==> config.mk <==
export PLATFORM = sky130hd
export DESIGN_NAME = fft_ram_copy
export DESIGN_NICKNAME = d
export VERILOG_FILES = /design/src/rtl/fft_ram_copy.sv
export SDC_FILE = /design/constraint.sdc
export NUM_CORES = 1
export LEC_CHECK = 0
export CELL_PAD_IN_SITES_DETAIL_PLACEMENT = 0
export CELL_PAD_IN_SITES_GLOBAL_PLACEMENT = 1
export CORE_UTILIZATION = 35
export CTS_CLUSTER_SIZE = 20
export DETAILED_ROUTE_END_ITERATION = 10
export PLACE_DENSITY = 0.77
export SETUP_SLACK_MARGIN = 0.02
export SYNTH_ARGS = -nofsm -noshare
export SYNTH_HDL_FRONTEND = slang
export SYNTH_SLANG_ARGS = --single-unit
==> constraint.sdc <==
create_clock -name clk_i -period 1.95 [get_ports clk_i]
set_input_delay 0.2925 -clock clk_i [delete_from_list [all_inputs] [get_ports clk_i]]
set_output_delay 0.2925 -clock clk_i [all_outputs]
set_load 0.05 [all_outputs]
==> src/rtl/fft_ram_copy.sv <==
// Copies FFT_SIZE words from the FFT output buffer to the FFT input buffer over one Avalon-MM
// master port. Define FFT_RAM_COPY_SHIFT_EN to add a circular frequency-bin shift on the destination.
`ifndef BEL_FFT_DWIDTH
`define BEL_FFT_DWIDTH 32
`endif

module fft_ram_copy #(
    parameter int unsigned FFT_SIZE = 1024,
    parameter int unsigned DWIDTH   = `BEL_FFT_DWIDTH,
    parameter int unsigned AWIDTH   = $clog2(FFT_SIZE) + 1
) (
    input  logic              clk_i,
    input  logic              rst_i,
    input  logic              i_start,
    input  logic [AWIDTH-2:0] i_shift,
    output logic              o_busy,
    output logic              o_done,
    output logic              o_ram_control,
    output logic [AWIDTH-1:0] o_ram_address,
    output logic              o_ram_read,
    output logic              o_ram_write,
    output logic [DWIDTH-1:0] o_ram_writedata,
    input  logic [DWIDTH-1:0] i_ram_readdata,
    input  logic              i_ram_waitrequest,
    input  logic              i_ram_readdatavalid
);

    localparam int unsigned KW = AWIDTH - 1;

    typedef enum logic [2:0] {
        StIdle,
        StRdReq,
        StRdWait,
        StWrReq,
        StDone
    } state_e;

    state_e          state_q;
    logic [KW-1:0]   k_q;
    logic [KW-1:0]   k_next;
    logic [KW-1:0]   dst_addr;

    assign k_next = k_q + KW'(1);

`ifdef FFT_RAM_COPY_SHIFT_EN
    logic [KW-1:0] shift_q;

    // KW-bit add: the carry out is the modulo-FFT_SIZE wrap.
    assign dst_addr = k_q + shift_q;

    always_ff @(posedge clk_i or posedge rst_i) begin
        if (rst_i) begin
            shift_q <= '0;
        end else if (state_q == StIdle && i_start) begin
            shift_q <= i_shift;
        end
    end
`else
    logic unused_shift;

    assign unused_shift = ^i_shift;
    assign dst_addr     = k_q;
`endif

    assign o_ram_control = o_busy;

    always_ff @(posedge clk_i or posedge rst_i) begin
        if (rst_i) begin
            state_q         <= StIdle;
            k_q             <= '0;
            o_busy          <= 1'b0;
            o_done          <= 1'b0;
            o_ram_address   <= '0;
            o_ram_read      <= 1'b0;
            o_ram_write     <= 1'b0;
            o_ram_writedata <= '0;
        end else begin
            o_done <= 1'b0;
            unique case (state_q)
                StIdle: begin
                    if (i_start) begin
                        state_q       <= StRdReq;
                        k_q           <= '0;
                        o_busy        <= 1'b1;
                        o_ram_read    <= 1'b1;
                        o_ram_address <= {1'b1, {KW{1'b0}}};
                    end
                end
                StRdReq: begin
                    if (!i_ram_waitrequest) begin
                        o_ram_read <= 1'b0;
                        state_q    <= StRdWait;
                    end
                end
                StRdWait: begin
                    if (i_ram_readdatavalid) begin
                        o_ram_writedata <= i_ram_readdata;
                        o_ram_write     <= 1'b1;
                        o_ram_address   <= {1'b0, dst_addr};
                        state_q         <= StWrReq;
                    end
                end
                StWrReq: begin
                    if (!i_ram_waitrequest) begin
                        o_ram_write <= 1'b0;
                        if (&k_q) begin
                            state_q <= StDone;
                            o_done  <= 1'b1;
                        end else begin
                            k_q           <= k_next;
                            o_ram_read    <= 1'b1;
                            o_ram_address <= {1'b1, k_next};
                            state_q       <= StRdReq;
                        end
                    end
                end
                StDone: begin
                    o_busy  <= 1'b0;
                    state_q <= StIdle;
                end
                default: begin
                    state_q <= StIdle;
                end
            endcase
        end
    end

endmodule

==> results.txt <==
Die Footprint - 8110 um^2
Top Ports - 95
Pre-antenna DRT Iters - 4
Slew margin rel. - 0.639
Avg Cell Area, Syn - 12.1 um^2
Synthesized flop and latch total - 60
Pwr Total - 6600 uW
Syn-to-layout area delta - 45.5%
I/O Buffers - 84
CP Class - reg -> out
Final setup fails - 0
Leakage - 0.00166 uW
Maximum clock path buffer count - 2
CP max-delay cell - clkdlybuf4s50_1
Die Span X - 90.1 um
Worst-Skew Late Latency - 0.33 ns
Post-route setup TNS - 0 ns
VDD IR max - 0.663 mV
Crit-path max FO - 3
Gpl congestion - 0.817
GRT Residual Overflow - 0
Vias in the first global route - 2152
Most common cell after layout, fill and taps aside - clkdlybuf4s50_1
EDFF count, synth - 0
Largest net degree at the start of global routing - 61
Fin crit share - 0.926
Asr flop ratio synth - 1.00
WP depth - 1
Core Area - 7370 um^2
Register area share after synthesis - 0.553
Max Clock Freq - 554 MHz
Share of cells above drive strength 1 - 0.231
Drt total wl - 6.25 mm
R2R depth - 5
Total GRT Usage - 0.169
Critical Path, Cell by Cell - clkdlybuf4s50_1
Fillers - 647
Ys Warns - 0
Prevailing post-synth register cell - dfrtp_1
Max cap viols - 0
CP top delay family - buffers and inverters
Cell taking the most area after synthesis - dfrtp_1
RSZ-0062 raised after global routing - no
Via count - 2124
WP data required - 1.66 ns
Synthesized area - 2710 um^2
DP HPWL - 4.36 mm
Post-CTS Setup Bufs - 0
DRC errors left - 0
CTS Root Cell - clkbuf_8
Worst-Margin Slew - 0.539 ns
Distinct cell type count after synthesis - 42
Final Max Slew Viols - 0
Endpoints failing hold - 0
Clk_skew - 0.00729 ns
FP Rows - 31
Ant diodes - 0
PostCTS Resize Cnt - 0
DR vias/cell - 4.96
Initial Utilization - 0.368
Average wire per standard cell - 14.6 um
Clk pin slew, worst setup/hold paths - 0.06 ns
Top cell type's share of synthesized area - 0.553
Most frequent cells in the layout - clkdlybuf4s50_1 (84), dfrtp_1 (60), mux2_2 (31)
Antenna Nets Post-Route - 0
Antenna violations before repair - 0
CTS tree - yes
H-tree depth - 3
Clock Sinks - 60
Pwr Density - 1670 nW/um^2
CP arrival - 1.51 ns
Top cells by area, synth - dfrtp_1 (55%), mux2_2 (13%), o31ai_1 (2.8%)
Min Hold Slack - 0.350 ns
CTS Hold Bufs - 0
Cells after Synth - 224
Outcome - finished, final reports clean
Setup crit end kind - primary output
# nets final - 373
Dpl ws - 0.148 ns
CP max stage delay - 0.81 ns
Worst hold path type - in -> async
CP Launch Type - register
Initial DRC count - 103
WP buf/inv - 1
Mapped Nets - 272
Die Y - 90.1 um
TritonCTS buffer count - 9
Final worst slack - 0.145 ns
First-pass GRT wire length - 10.8 mm
Minimum clock period - 1.81 ns
## final timing paths
path / startpoint / to / slack (ns)
setup / recovery: o_busy$_DFFE_PP0P_ / o_busy / 0.14
hold / removal: rst_i / o_ram_writedata[20]$_DFFE_PP0P_ / 0.35
setup reg to reg: dst_addr[0]$_DFFE_PP0P_ / o_ram_address[8]$_DFFE_PP0P_ / 0.24
hold reg to reg: o_ram_writedata[8]$_DFFE_PP0P_ / o_ram_writedata[8]$_DFFE_PP0P_ / 0.49
max in group asynchronous: rst_i / o_ram_writedata[28]$_DFFE_PP0P_ / 1.33
min in group clk_i: o_ram_writedata[8]$_DFFE_PP0P_ / o_ram_writedata[8]$_DFFE_PP0P_ / 0.49
## cells by family (layout without fill, tap and decap cells)
family | Yosys count | in the layout | synth area share
flip-flops | 60 | 60 | 0.553
AO/OA/AOI/OAI | 55 | 55 | 0.136
AND/OR/NAND/NOR | 41 | 41 | 0.0885
multiplexers | 34 | 34 | 0.140
buffers and inverters | 23 | 128 | 0.0447
XOR/XNOR | 10 | 10 | 0.0323
adder cells (fa/ha/maj) | 1 | 1 | 0.00461
## metal layers
metal  wire length, um  GRT usage
met5                 0          0
met3               398     0.0440
met2              2820      0.247
met1              2940      0.233
met4                97     0.0806
## where the power goes
part | internal (uW) | total (uW) | switching, uW
sequential | 1700 | 1960 | 262
clock | 520 | 966 | 446
combinational | 1410 | 3680 | 2270
## through the flow
| step | cell area (um^2) | instances | utilization |
|---|---|---|---|
| floorplan | 2710 | 224 | - |
| global placement | 3780 | 413 | 0.513 |
| detailed placement | 3780 | 413 | 0.513 |
| CTS | 3950 | 428 | 0.536 |
| global route | 3950 | 428 | 0.536 |
| finish | 3950 | 428 | 0.536 |
## flip-flops by register name (all words and copies together), names as in the netlist
| name | count |
|---|---|
| o_ram_writedata | 32 |
| o_ram_read | 1 |
| state_q | 3 |
| o_ram_address | 11 |
| o_ram_write | 1 |
| o_busy | 1 |
| o_done | 1 |
| dst_addr | 10 |
## Yosys cell counts, types with 2 or more instances
master     count
nor3_1         5
o21ai_1        3
a21boi_0       2
buf_2         10
nor2_1         6
a41oi_1        2
a31oi_1        6
o31ai_1       10
inv_1          6
nand3_1        7
clkbuf_1       2
nor4_1         2
o21ai_0       13
nand4_1        3
nand2_1        8
mux2i_1        2
mux2_2        31
xor2_1         3
xnor2_1        7
o21a_1         3
a21oi_1       10
a2bb2oi_1      2
buf_4          3
dfrtp_1       60
## worst register-to-register path, cell delays in order, from the launching register on
cell and delay (ns):
dfrtp_1 0.35, ha_1 0.22, nand4_4 0.17, o41ai_4 0.45, or2_4 0.29, o31ai_1 0.11
## layout make-up
| cell class | instances | area, um^2 | area share |
|---|---|---|---|
| flip-flops and latches | 60 | 1500 | 0.380 |
| well taps | 99 | 124 | 0.0314 |
| repair buffers | 106 | 1030 | 0.261 |
| inverters | 7 | 26.3 | 0.00665 |
| clock inverters | 2 | 10.0 | 0.00253 |
| multi-input cells | 141 | 1100 | 0.278 |
| clock buffers | 13 | 159 | 0.0402 |
Note: power is estimated with default switching activity, not from simulation.
